===== config.mk =====
export PLATFORM = sky130hd
export DESIGN_NAME = matrix_op_sequencer
export DESIGN_NICKNAME = d
export VERILOG_FILES = /design/src/rtl/matrix_pkg.sv /design/src/rtl/matrix_res_buf.sv /design/src/rtl/matrix_op_sequencer.sv
export SDC_FILE = /design/constraint.sdc
export NUM_CORES = 1
export LEC_CHECK = 0
export ABC_AREA = 1
export CORE_ASPECT_RATIO = 0.75
export CORE_MARGIN = 8
export CORE_UTILIZATION = 56
export CTS_CLUSTER_DIAMETER = 120
export DETAILED_ROUTE_END_ITERATION = 10
export GPL_TIMING_DRIVEN = 0
export PLACE_DENSITY = 0.77
export SYNTH_ARGS = -nofsm -noshare
export SYNTH_HDL_FRONTEND = slang
export SYNTH_HIERARCHICAL = 1
export SYNTH_SLANG_ARGS = --single-unit

===== constraint.sdc =====
create_clock -name clk -period 8.75 [get_ports clk]
set_clock_uncertainty 0.1 [all_clocks]
set_input_delay 2.1875 -clock clk [delete_from_list [all_inputs] [get_ports clk]]
set_output_delay 2.1875 -clock clk [all_outputs]
set_load 0.02 [all_outputs]

===== src/rtl/matrix_pkg.sv =====
// Shared definitions for the matrix datapath: element/dimension widths, op codes
// and the sequencer state encoding. Also imported by the menu FSM.
package matrix_pkg;

    localparam int DATA_W  = 16;
    localparam int DIM_W   = 3;
    localparam int MAX_DIM = 5;

    typedef enum logic [1:0] {
        OP_ADD       = 2'd0,
        OP_SCALAR    = 2'd1,
        OP_TRANSPOSE = 2'd2,
        OP_MUL       = 2'd3
    } op_e;

    typedef enum logic [2:0] {
        ST_IDLE,
        ST_CHECK,
        ST_COMPUTE,
        ST_ALLOC,
        ST_WRITE,
        ST_DONE
    } seq_state_e;

    function automatic logic id_ok(input logic [1:0] id);
        return (id == 2'd1) || (id == 2'd2);
    endfunction

endpackage


===== src/rtl/matrix_res_buf.sv =====
// Result staging buffer: one synchronous write port, one combinational read port,
// addressed linearly as row*MAX_DIM+col.
module matrix_res_buf #(
    parameter int DATA_W = matrix_pkg::DATA_W,
    parameter int DEPTH  = matrix_pkg::MAX_DIM * matrix_pkg::MAX_DIM,
    parameter int AW     = $clog2(DEPTH)
) (
    input  logic              clk,
    input  logic              wr_en,
    input  logic [AW-1:0]     wr_addr,
    input  logic [DATA_W-1:0] wr_data,
    input  logic [AW-1:0]     rd_addr,
    output logic [DATA_W-1:0] rd_data
);

    logic [DATA_W-1:0] mem [DEPTH];

    // NOTE: storage is not reset; every entry read back is written earlier in the same op.
    always_ff @(posedge clk) begin
        if (wr_en) begin
            mem[wr_addr] <= wr_data;
        end
    end

    assign rd_data = mem[rd_addr];

endmodule


===== src/rtl/matrix_op_sequencer.sv =====
// Matrix ALU sequencer: reads operands from matrix_mem, buffers the whole result,
// then allocates one result slot and writes the result back.
module matrix_op_sequencer #(
    parameter int DATA_W  = matrix_pkg::DATA_W,
    parameter int DIM_W   = matrix_pkg::DIM_W,
    parameter int MAX_DIM = matrix_pkg::MAX_DIM
) (
    input  logic              clk,
    input  logic              rst,
    input  logic              start,
    input  logic [1:0]        op,
    input  logic [DIM_W-1:0]  a_m,
    input  logic [DIM_W-1:0]  a_n,
    input  logic [1:0]        a_id,
    input  logic [DIM_W-1:0]  b_m,
    input  logic [DIM_W-1:0]  b_n,
    input  logic [1:0]        b_id,
    input  logic [DATA_W-1:0] scalar,
    output logic              busy,
    output logic              done,
    output logic              err,
    output logic [DIM_W-1:0]  res_m,
    output logic [DIM_W-1:0]  res_n,
    output logic [DIM_W-1:0]  alu_a_m,
    output logic [DIM_W-1:0]  alu_a_n,
    output logic [DIM_W-1:0]  alu_a_row,
    output logic [DIM_W-1:0]  alu_a_col,
    output logic [1:0]        alu_a_id,
    input  logic [DATA_W-1:0] alu_a_data,
    output logic [DIM_W-1:0]  alu_b_m,
    output logic [DIM_W-1:0]  alu_b_n,
    output logic [DIM_W-1:0]  alu_b_row,
    output logic [DIM_W-1:0]  alu_b_col,
    output logic [1:0]        alu_b_id,
    input  logic [DATA_W-1:0] alu_b_data,
    output logic [DIM_W-1:0]  alu_res_m,
    output logic [DIM_W-1:0]  alu_res_n,
    output logic              alu_res_dim_we,
    output logic [DIM_W-1:0]  alu_res_row,
    output logic [DIM_W-1:0]  alu_res_col,
    output logic [DATA_W-1:0] alu_res_data,
    output logic              alu_res_we
);
    import matrix_pkg::*;

    localparam int BUF_DEPTH = MAX_DIM * MAX_DIM;
    localparam int BUF_AW    = $clog2(BUF_DEPTH);

    function automatic logic [BUF_AW-1:0] lin(input logic [DIM_W-1:0] row, input logic [DIM_W-1:0] col);
        return BUF_AW'(int'(row) * MAX_DIM + int'(col));
    endfunction

    function automatic logic dim_ok(input logic [DIM_W-1:0] d);
        return (d != '0) && (int'(d) <= MAX_DIM);
    endfunction

    seq_state_e        state;
    op_e               op_q;
    logic [DATA_W-1:0] scalar_q, acc, prod, elem_val, buf_rd_data;
    logic [DIM_W-1:0]  r, c, k, nxt_r, nxt_c, nxt_k;
    logic [DIM_W-1:0]  a_row_nx, a_col_nx, b_row_nx, b_col_nx;
    logic              is_mul, k_last, elem_step, c_last, r_last, last_elem;
    logic              a_ok, b_ok, bad;
    logic              buf_we;
    logic [BUF_AW-1:0] buf_rd_addr;

    assign is_mul = (op_q == OP_MUL);

    // Result walk: k innermost (MUL only), then column, then row; wraps at res dims.
    // NOTE: always_comb uses blocking '=' with a default for every output first, so no latch is inferred.
    always_comb begin
        k_last    = !is_mul || (k == alu_a_n - 1'b1);
        elem_step = (state == ST_COMPUTE) ? k_last : 1'b1;
        c_last    = (c == res_n - 1'b1);
        r_last    = (r == res_m - 1'b1);
        last_elem = elem_step && c_last && r_last;
        nxt_k     = k;
        nxt_c     = c;
        nxt_r     = r;
        if (!elem_step) begin
            nxt_k = k + 1'b1;
        end else begin
            nxt_k = '0;
            if (!c_last) begin
                nxt_c = c + 1'b1;
            end else begin
                nxt_c = '0;
                nxt_r = r_last ? '0 : r + 1'b1;
            end
        end
    end

    always_comb begin
        a_row_nx = nxt_r;
        a_col_nx = nxt_c;
        b_row_nx = nxt_r;
        b_col_nx = nxt_c;
        case (op_q)
            OP_TRANSPOSE: begin
                a_row_nx = nxt_c;
                a_col_nx = nxt_r;
                b_row_nx = '0;
                b_col_nx = '0;
            end
            OP_SCALAR: begin
                b_row_nx = '0;
                b_col_nx = '0;
            end
            OP_MUL: begin
                a_col_nx = nxt_k;
                b_row_nx = nxt_k;
            end
            default: ;
        endcase
    end

    always_comb begin
        prod = is_mul ? alu_a_data * alu_b_data : alu_a_data * scalar_q;
        case (op_q)
            OP_ADD:       elem_val = alu_a_data + alu_b_data;
            OP_SCALAR:    elem_val = prod;
            OP_TRANSPOSE: elem_val = alu_a_data;
            default:      elem_val = acc + prod;
        endcase
    end

    always_comb begin
        a_ok = dim_ok(alu_a_m) && dim_ok(alu_a_n) && id_ok(alu_a_id);
        b_ok = dim_ok(alu_b_m) && dim_ok(alu_b_n) && id_ok(alu_b_id);
        case (op_q)
            OP_ADD:  bad = !a_ok || !b_ok || (alu_a_m != alu_b_m) || (alu_a_n != alu_b_n);
            OP_MUL:  bad = !a_ok || !b_ok || (alu_a_n != alu_b_m);
            default: bad = !a_ok;
        endcase
    end

    assign buf_we      = (state == ST_COMPUTE) && k_last;
    assign buf_rd_addr = (state == ST_WRITE) ? lin(nxt_r, nxt_c) : '0;

    matrix_res_buf #(
        .DATA_W (DATA_W),
        .DEPTH  (BUF_DEPTH),
        .AW     (BUF_AW)
    ) u_res_buf (
        .clk     (clk),
        .wr_en   (buf_we),
        .wr_addr (lin(r, c)),
        .wr_data (elem_val),
        .rd_addr (buf_rd_addr),
        .rd_data (buf_rd_data)
    );

    always_ff @(posedge clk) begin
        if (rst) begin
            state          <= ST_IDLE;
            op_q           <= OP_ADD;
            scalar_q       <= '0;
            acc            <= '0;
            {r, c, k}      <= '0;
            {busy, done, err} <= '0;
            {res_m, res_n} <= '0;
            {alu_a_m, alu_a_n, alu_a_row, alu_a_col, alu_a_id} <= '0;
            {alu_b_m, alu_b_n, alu_b_row, alu_b_col, alu_b_id} <= '0;
            {alu_res_m, alu_res_n, alu_res_row, alu_res_col} <= '0;
            alu_res_dim_we <= 1'b0;
            alu_res_we     <= 1'b0;
            alu_res_data   <= '0;
        end else begin
            done           <= 1'b0;
            alu_res_dim_we <= 1'b0;
            case (state)
                ST_IDLE: begin
                    if (start) begin
                        op_q      <= op_e'(op);
                        scalar_q  <= scalar;
                        alu_a_m   <= a_m;
                        alu_a_n   <= a_n;
                        alu_a_id  <= a_id;
                        alu_b_m   <= b_m;
                        alu_b_n   <= b_n;
                        alu_b_id  <= b_id;
                        {alu_a_row, alu_a_col, alu_b_row, alu_b_col} <= '0;
                        {r, c, k} <= '0;
                        acc       <= '0;
                        err       <= 1'b0;
                        busy      <= 1'b1;
                        state     <= ST_CHECK;
                    end
                end
                ST_CHECK: begin
                    case (op_q)
                        OP_TRANSPOSE: begin res_m <= alu_a_n; res_n <= alu_a_m; end
                        OP_MUL:       begin res_m <= alu_a_m; res_n <= alu_b_n; end
                        default:      begin res_m <= alu_a_m; res_n <= alu_a_n; end
                    endcase
                    if (bad) begin
                        err   <= 1'b1;
                        done  <= 1'b1;
                        busy  <= 1'b0;
                        state <= ST_DONE;
                    end else begin
                        state <= ST_COMPUTE;
                    end
                end
                ST_COMPUTE: begin
                    {r, c, k} <= {nxt_r, nxt_c, nxt_k};
                    alu_a_row <= a_row_nx;
                    alu_a_col <= a_col_nx;
                    alu_b_row <= b_row_nx;
                    alu_b_col <= b_col_nx;
                    acc       <= k_last ? '0 : elem_val;
                    if (last_elem) begin
                        alu_res_m      <= res_m;
                        alu_res_n      <= res_n;
                        alu_res_dim_we <= 1'b1;
                        state          <= ST_ALLOC;
                    end
                end
                ST_ALLOC: begin
                    alu_res_we   <= 1'b1;
                    alu_res_row  <= '0;
                    alu_res_col  <= '0;
                    alu_res_data <= buf_rd_data;
                    state        <= ST_WRITE;
                end
                ST_WRITE: begin
                    {r, c} <= {nxt_r, nxt_c};
                    if (last_elem) begin
                        alu_res_we <= 1'b0;
                        done       <= 1'b1;
                        busy       <= 1'b0;
                        state      <= ST_DONE;
                    end else begin
                        alu_res_row  <= nxt_r;
                        alu_res_col  <= nxt_c;
                        alu_res_data <= buf_rd_data;
                    end
                end
                ST_DONE: state <= ST_IDLE;
                default: state <= ST_IDLE;
            endcase
        end
    end

endmodule

# Yosys cells after proc, flatten, opt, wreduce, memory -nomap -nowiden
# Memories as Yosys holds them, arrays and structs flattened.
# Cells that the tools add are included.
# totals
n_memories	1
regBits	113
in_bits	69
out_inout_bits	67
word_cells	167
mem_bits_rw	400
# op_classes
mux	52
bitwise	1
magnitude_cmp	4
reduce_logical	44
n_eq_ne	22
multipliers	4
addsub	10
# mem_list
name	depth	width	read_ports	rd_clocked_by_memory_dff	wr	line	text
u_res_buf.mem	25	16	1	0	1	matrix_res_buf.sv:16	logic [DATA_W-1:0] mem [DEPTH];
# ops
operator	n
$pmux 3 s2	12
$mux 16	4
$pmux 16 s2	2
$mux 3	16
$pmux 16 s3	1
$add 16x16->16	2
$mul 16x16->16	2
$pmux 3 s5	1
$reduce_bool 3->1	5
$le 3x3->1 const B	4
$reduce_and 2->1	6
$logic_and 1x1->1	11
$add 5x3->5	2
$mul 3x3->5 const B	2
$mux 1	10
$ne 2x2->1 const B	5
$add 3x1->3 const B	3
$eq 3x3->1	3
$ne 3x3->1	3
$sub 3x1->3 const B	3
$eq 2x2->1 const B	4
$pmux 1 s2	4
$reduce_bool 2->1	4
$logic_or 1x1->1	7
other kinds (13)	21

# Longest topological paths before layout
# Gate-level depths: netlist of run 1.
# depth
word_depth	11
depth_mapped	41
depth_no_buf	39

# Hierarchy
# The synthesis of run 1 kept the hierarchy.
# by_module_without_submodules
module	cells_per_inst	seq_area_each_um2	area_each_um2	instances
matrix_res_buf	1536	12011.5	16893.7	1
matrix_op_sequencer	2367	2262.2	15982.8	1

# Least setup slack after synthesis of run 1
# OpenSTA, ideal clock, no wires.
# synth_path
path_type	in2reg
startpoint	input alu_a_data[5]
endpoint	memory u_res_buf.mem[0][14] (data pin)
n_path_buf	3
setup_ps	238
setup_slack_ps	-3
path_stages	32
required_ps	8412
arrival_ps	8414
cell_sequence	buf_2 clkbuf_1 buf_1 nand2_1 inv_1 fa_1 fa_1 ha_1 fa_1 inv_1 fa_1 fa_1 inv_1 ha_1 a21oi_1 o31ai_1 a21oi_1 or2_1 nand2_1 a21oi_1 or2_0 nand3_1 nand2_1 ha_1 inv_1 nor4_1 a21oi_1 a21oi_1 nor2_1 nand2_1 nand2_1 inv_1
# synth_via
elab_chain_len	4
elab_cells_between_ends	6
classes_between	add/sub (2); mul (2); mux (2)
# synth_rtl
element	line	text
start: declaration	matrix_op_sequencer.sv:29	input logic [DATA_W-1:0] alu_a_data,
$mul 16x16->16	matrix_op_sequencer.sv:118	prod = is_mul ? alu_a_data * alu_b_data : alu_a_data * scalar_q;
$mux 16	matrix_op_sequencer.sv:118	
$add 16x16->16	matrix_op_sequencer.sv:123	default: elem_val = acc + prod;
$pmux 16 s3 *	matrix_op_sequencer.sv:119	case (op_q)
named net elem_val[14]	matrix_op_sequencer.sv:59	logic [DATA_W-1:0] scalar_q, acc, prod, elem_val, buf_rd_data;
end: declaration	matrix_res_buf.sv:16	
# Mark *: on every way through the listed nets, which the timed path passes. The rest lies on a longest branch.

# Final worst setup path of run 1
# layout_path
startpoint	input alu_b_data[6]
endpoint	memory u_res_buf.mem[4][14] (data pin)
# layout_via
elab_chain_len	4
elab_cells_between_ends	5
classes_between	add/sub (2); mul (1); mux (2)
# layout_rtl
element	line	text
start: declaration	matrix_op_sequencer.sv:35	input logic [DATA_W-1:0] alu_b_data,
$mul 16x16->16	matrix_op_sequencer.sv:118	
$mux 16	matrix_op_sequencer.sv:118	
$add 16x16->16	matrix_op_sequencer.sv:123	
$pmux 16 s3 *	matrix_op_sequencer.sv:119	
# Mark *: on every way between the ends. The rest lies on a longest branch, timed or not.

==> results of run 1 <==
-- layer usage --
layer / vias to the layer above / global-route usage [%] / share of wire [%]
li1: 12780 / - / -
met2: 1893 / 41.6 / 40
met4: 0 / 7.11 / 2.5
met1: 13223 / 44.7 / 40
met3: 221 / 11.1 / 17
met5: - / 0 / 0
-- layout make-up --
cell class                 instances  area, um2
fill                            4653      20400
multi-input combinational       2480      15400
sequential                       513      14300
inverter                         735       2770
timing repair buffer             180       1940
clock buffer                      66       1330
buffer                           176       1150
tap                              790        988
clock inverter                    25        221
timing repair inverter             2       15.0
antenna                            1       2.50
-- worst min-delay path: stages (launching register included) --
cell	delay, ns
dfxtp_1	0.31
nand2_1	0.06
a21oi_1	0.05
-- logic make-up (layout without fill, tap and decap cells) --
kind of cell | after synthesis | after routing | synth area share (%)
flops | 513 | 513 | 43.4
mux | 1 | 1 | 0.0304
buf+inv | 913 | 1184 | 11.2
xor+xnor | 45 | 45 | 1.24
simple gates | 1771 | 1774 | 22.4
fa+ha+maj | 321 | 321 | 16.0
compound gates | 339 | 339 | 5.71
other cells | 0 | 1 | 0
-- worst max path at each step --
stage / from / endpoint / slack (ns) / cells after the start
final: alu_b_data[6] / u_res_buf/mem[4][14]$_DFFE_PP_ / 0.11 / 34
after detailed placement: alu_a_data[5] / u_res_buf/mem[22][14]$_DFFE_PP_ / -2.67 / 29
after global routing: alu_a_data[3] / acc[15]$_SDFFE_PP0P_ / -0.11 / 42
after CTS: alu_a_data[4] / u_res_buf/mem[10][15]$_DFFE_PP_ / 0.007 / 39
after global placement: alu_a_data[5] / u_res_buf/mem[23][14]$_DFFE_PP_ / -2.55 / 29
after floorplan: alu_a_data[5] / u_res_buf/mem[0][14]$_DFFE_PP_ / 0.04 / 31
-- cell usage after synthesis, drive strengths merged, types with 23 or more instances --
library cell	n
fa	164
nor2	155
dfxtp	113
nand2	1173
ha	157
o21ai	94
buf	100
clkbuf	78
inv	731
xor2	23
or2	26
edfxtp	400
nand3	388
a21oi	187
-- sequential cells by signal, summed over array words and instances, names as in the netlist, 16 cells and up --
name / flops
acc: 16
scalar_q: 16
u_res_buf/mem: 400
alu_res_data: 16
-- timing repair --
action | in CTS | in global routing
buffers inserted | 14 | 5
pin swaps | 8 | 26
gates cloned | 5 | 0
endpoints found under the setup margin | 260 | 153
gates resized for setup | 141 | 74
endpoints found under the hold margin | 0 | 0
-- metrics by stage --
stage	hold slack, ns	util, %	setup WS [ns]	instances	instance area (um2)
after global placement	0.349	60.2	-2.55	4827	35200
after CTS	0.366	64.7	0.00701	4963	37900
after detailed placement	0.356	61.2	-2.67	4854	35800
final	0.363	65.2	0.114	4968	38100
after global routing	0.379	65.2	-0.111	4967	38100
after floorplan	0.346	-	0.0373	3903	32900
-- power by group through the flow --
stage          clock [mW]  combinational (mW)  sequential, mW
5_1_grt              2.17                6.37            3.21
3_5_place_dp            0                5.03            3.26
6_report             2.07                5.86            3.20
4_1_cts              2.08                5.41            3.20
3_3_place_gp            0                4.91            3.26
2_1_floorplan           0                3.26            3.30
==> impl_metrics.yaml, run 1 <==
cts:
  root_buffer: "clkbuf_16"
  cts_buffer_depth: 3
  cts.clk_slew.worst_paths_ns: 0.06
  clk_latency_ns: 0.60
  htreeDepth: 2
  clkSinkCount: 513
  cts_hold_buf: 0
  cts_tree: "yes"
  cts-buffers-inserted: 50
critical_path:
  r2r_cells: 38
  critPathBufInv: 10
  r2r_end: "acc[15]$_SDFFE_PP0P_"
  worstPathRequired_ns: 8.98
  cp_slowest_stage_delay_ns: 0.52
  crit_type: "input port to flip-flop"
  crit_path_max_fanout: 9
  setup.reg_to_reg.worst_slack_ns: 1.40
  crit_slowest_cell: "fa_1"
  crit_arrival_ns: 8.87
  cpLargestDelayFamily: "adder cells"
  startpoint_type: "input port"
  cpMostUsedCell: "inv_1"
  reg2reg_from: "scalar_q[2]$_SDFFE_PP0P_"
  cp-end-kind: "flip-flop"
die:
  core_area_um2: 58500
  rows: 77
  die_x_um: 296
  initial_core_util_pct: 56.2
  die-height_um: 226
  ios: 136
  die-area_um2: 66800
timing:
  drv_slew: 0
  fmaxAchievable_mhz: 116
  grt_setup_unrepaired: "yes"
  min_period_ns: 8.64
  hold_violations: 0
  finalSetupTns_ns: 0
  max_slew_margin_pct: 25.0
  worst_slew_pin_slew_ns: 1.12
  finalCritPeriodShare_pct: 98.7
  setup_viol: 0
placement:
  gp_congestion: 0.996
  post-dp-hpwl_um: 76800
  place.port_buffers: 134
global_route:
  grt.total_usage_pct: 30.2
  grt_max_degree: 27
  antenna_found_initial: 0
  overflow: 0
  grt_pass1_wl_um: 153000
  grt_pass1_vias: 25826
routing:
  drt_first_pass_iters: 8
  drt-initial-drc-count: 3977
  drcViolationCount: 0
  ant_nets: 0
  vias: 28117
  postRouteWirelength_um: 103000
  avgRoutedWirePerCell_um: 20.8
  avgViaCountPerCell: 5.66
yosys:
  synthFlopType: "edfxtp_1"
  synth.area.top_cells: "edfxtp_1, nand2_1, fa_1"
  yosys_warnings: 6
  syn_area_um2: 32900
  synth_top_cell_by_area: "edfxtp_1"
  synth_cells: 3903
  synth_nets: 4293
  synthDistinctLibCells: 58
  synth-async-reset-ratio_pct: 0
  synth_top_area_share_pct: 36.5
  avgSynthCellArea_um2: 8.42
  yosysSeqAreaShare_pct: 43.4
  ys_ff_latch: 513
  synth_edf_count: 400
power_and_ir_drop:
  combPwrFrac_pct: 52.6
  post-layout-total-power_mw: 11.1
  p_leak_nw: 17.9
  peakVddDrop_mv: 0.241
  powerDensity_nw_per_um2: 292
  p_sw_share_pct: 44.4
  intPower_mw: 6.19
  pwr-share-clk_pct: 18.6
  netSwitchingPower_mw: 4.94
  seqPwrFrac_pct: 28.8
finish:
  final_common_cell: "nand2_1"
  mostFrequentLayoutCells: "nand2_1, inv_1, edfxtp_1"
  nets: 4528
  layout-drive-gt1-share_pct: 9.22
  syn_to_final_growth_pct: 16.0
hold_path:
  hold_path_end: "alu_res_col[0]$_SDFFE_PP0P_"
  hold_start: "alu_res_col[0]$_SDFFE_PP0P_"
  hold_path_depth: 2
  hold_class: "flip-flop to flip-flop"
outcome:
  outcome: "finished, final reports clean"
job:
  maxCapViolCount: 0
No activity file was read; power rests on OpenSTA's default activity.
==> run 2: changes to the inputs <==
--- a/config.mk
+++ b/config.mk
@@ -13,6 +13,7 @@
 export DETAILED_ROUTE_END_ITERATION = 10
 export GPL_TIMING_DRIVEN = 0
 export PLACE_DENSITY = 0.77
+export RECOVER_POWER = 100
 export SYNTH_ARGS = -nofsm -noshare
 export SYNTH_HDL_FRONTEND = slang
 export SYNTH_HIERARCHICAL = 1
==> impl_metrics.yaml, run 2 (same netlist as run 1, synthesis figures left out) <==
finish:
  layout-drive-gt1-share_pct: 7.54
  mostFrequentLayoutCells: "nand2_1, inv_1, edfxtp_1"
  largest_reg_flops: 400
  syn_to_final_growth_pct: 14.4
  final_core_util_pct: 64.3
  stdcell_area_um2: 37600
  final_common_cell: "nand2_1"
  final.fill_count: 4752
  nets: 4528
  registers.top_by_ff_count: "u_res_buf/mem"
routing:
  vias: 28069
  ant_nets: 0
  route.met3.wl_um: 17500
  drt_first_pass_iters: 8
  wl_met2_um: 41400
  drcViolationCount: 0
  avgViaCountPerCell: 5.65
  wl_met1_um: 41800
  avgRoutedWirePerCell_um: 20.8
  postRouteWirelength_um: 103000
  maxUsedRoutingLayer: "met5"
  drt-initial-drc-count: 3797
timing:
  finalCritPeriodShare_pct: 98.7
  worst_slack_ns: 0.111
  worst_slew_pin_slew_ns: 2.85
  grt_setup_unrepaired: "yes"
  drv_slew: 26
  min_period_ns: 8.64
  setup_viol: 0
  hold_violations: 0
  fmaxAchievable_mhz: 116
  max_slew_margin_pct: -89.7
  hold_ws_ns: 0.360
die:
  die_x_um: 296
  ios: 136
  core_area_um2: 58500
  die-height_um: 226
  rows: 77
  initial_core_util_pct: 56.2
  die-area_um2: 66800
power_and_ir_drop:
  netSwitchingPower_mw: 4.93
  post-layout-total-power_mw: 11.1
  p_leak_nw: 17.8
  seqPwrFrac_pct: 28.9
  combPwrFrac_pct: 52.4
  p_sw_share_pct: 44.5
  peakVddDrop_mv: 0.241
  powerDensity_nw_per_um2: 295
  pwr-share-clk_pct: 18.7
  intPower_mw: 6.15
critical_path:
  cp_slowest_stage_delay_ns: 0.52
  crit_slowest_cell: "clkdlybuf4s50_1"
  startpoint_type: "input port"
  crit_path_max_fanout: 9
  cpMostUsedCell: "inv_1"
  startpoint: "alu_b_data[6]"
  crit_arrival_ns: 8.87
  worstPathRequired_ns: 8.98
  r2r_cells: 29
  crit_type: "input port to flip-flop"
  reg2reg_from: "alu_a_n[0]$_SDFFE_PP0P_"
  cp-end-kind: "flip-flop"
placement:
  gp_congestion: 0.996
  pre_cts_ws_ns: -2.67
  placed_cell_area_um2: 35800
  post-dp-hpwl_um: 76800
  place.port_buffers: 134
global_route:
  grt_pass1_vias: 25826
  grt_pass1_wl_um: 153000
  grt.total_usage_pct: 30.2
  antenna_found_initial: 1
  grt_max_degree: 27
  overflow: 0
cts:
  cts_hold_buf: 0
  cts_tree: "yes"
  cts_buffer_depth: 3
  htreeDepth: 2
  clkSinkCount: 513
  root_buffer: "clkbuf_16"
  cts-buffers-inserted: 50
  cts.clk_slew.worst_paths_ns: 0.06
  clk_latency_ns: 0.60
hold_path:
  hold_path_depth: 2
  hold_class: "flip-flop to flip-flop"
  hold_start: "alu_res_col[0]$_SDFFE_PP0P_"
outcome:
  outcome: "finished, violations left"
  failed_checks: "capacitance limit, slew limit"
job:
  maxCapViolCount: 1
-- run 2: cell types whose count changed in the layout (fill, tap and decap cells not counted), sizes merged --
cell	delta
dlygate4sd3	+69
clkdlybuf4s50	-69
buf	-33
clkbuf	+33
-- run 2: layout make-up --
cell class | instances | area [um2] | area share (%)
repair inverters | 2 | 15.0 | 0.0399
multi-input cells | 2480 | 15300 | 40.7
clock inverters | 25 | 221 | 0.589
flip-flops and latches | 513 | 14300 | 38.0
inverters | 735 | 2770 | 7.37
plain buffers | 176 | 1150 | 3.05
repair buffers | 180 | 1560 | 4.16
diodes | 1 | 2.50 | 0.00666
well taps | 790 | 988 | 2.63
clock buffers | 66 | 1330 | 3.54
-- run 2: routing by layer --
layer  GRT usage, %  vias up
li1               -    12780
met1           44.7    13211
met2           41.6     1867
met3           11.1      209
met4           7.11        2
met5              0        -
-- run 2: critical path: cells and delay by family --
kind                     cells  cell delay (ns)
adder cells (fa/ha/maj)      8             3.17
AO/OA/AOI/OAI                7             0.88
buffers and inverters       10             1.37
AND/OR/NAND/NOR              9             1.25
-- run 2: per-stage QoR --
step | TNS, ns | cells
2_1_floorplan | 0 | 3903
3_3_place_gp | -441.02 | 4827
3_5_place_dp | -457.26 | 4854
4_1_cts | 0 | 4963
5_1_grt | -4.07 | 4967
6_report | 0 | 4968
-- run 2: power by group through the flow --
stage / sequential [mW] / clock [mW] / combinational, mW
global placement: 3.26 / 0 / 4.91
detailed placement: 3.26 / 0 / 5.03
CTS: 3.20 / 2.08 / 5.41
finish: 3.20 / 2.07 / 5.81
floorplan: 3.30 / 0 / 3.26
global route: 3.21 / 2.17 / 6.33
-- run 2: path summary, 6_finish.rpt --
check             slack, ns                        endpoint
hold reg to reg        0.36     alu_res_col[0]$_SDFFE_PP0P_
setup / recovery       0.11  u_res_buf/mem[4][14]$_DFFE_PP_
hold / removal         0.36     alu_res_col[0]$_SDFFE_PP0P_
setup reg to reg       1.33   alu_res_data[10]$_SDFFE_PP0P_
-- run 2: what timing repair did --
action                     4_1_cts  5_1_grt
setup buffers                   14        5
gates resized for setup        141       74
cloned                           5        0
setup endpoints to repair      260      153
pin swaps                        8       26
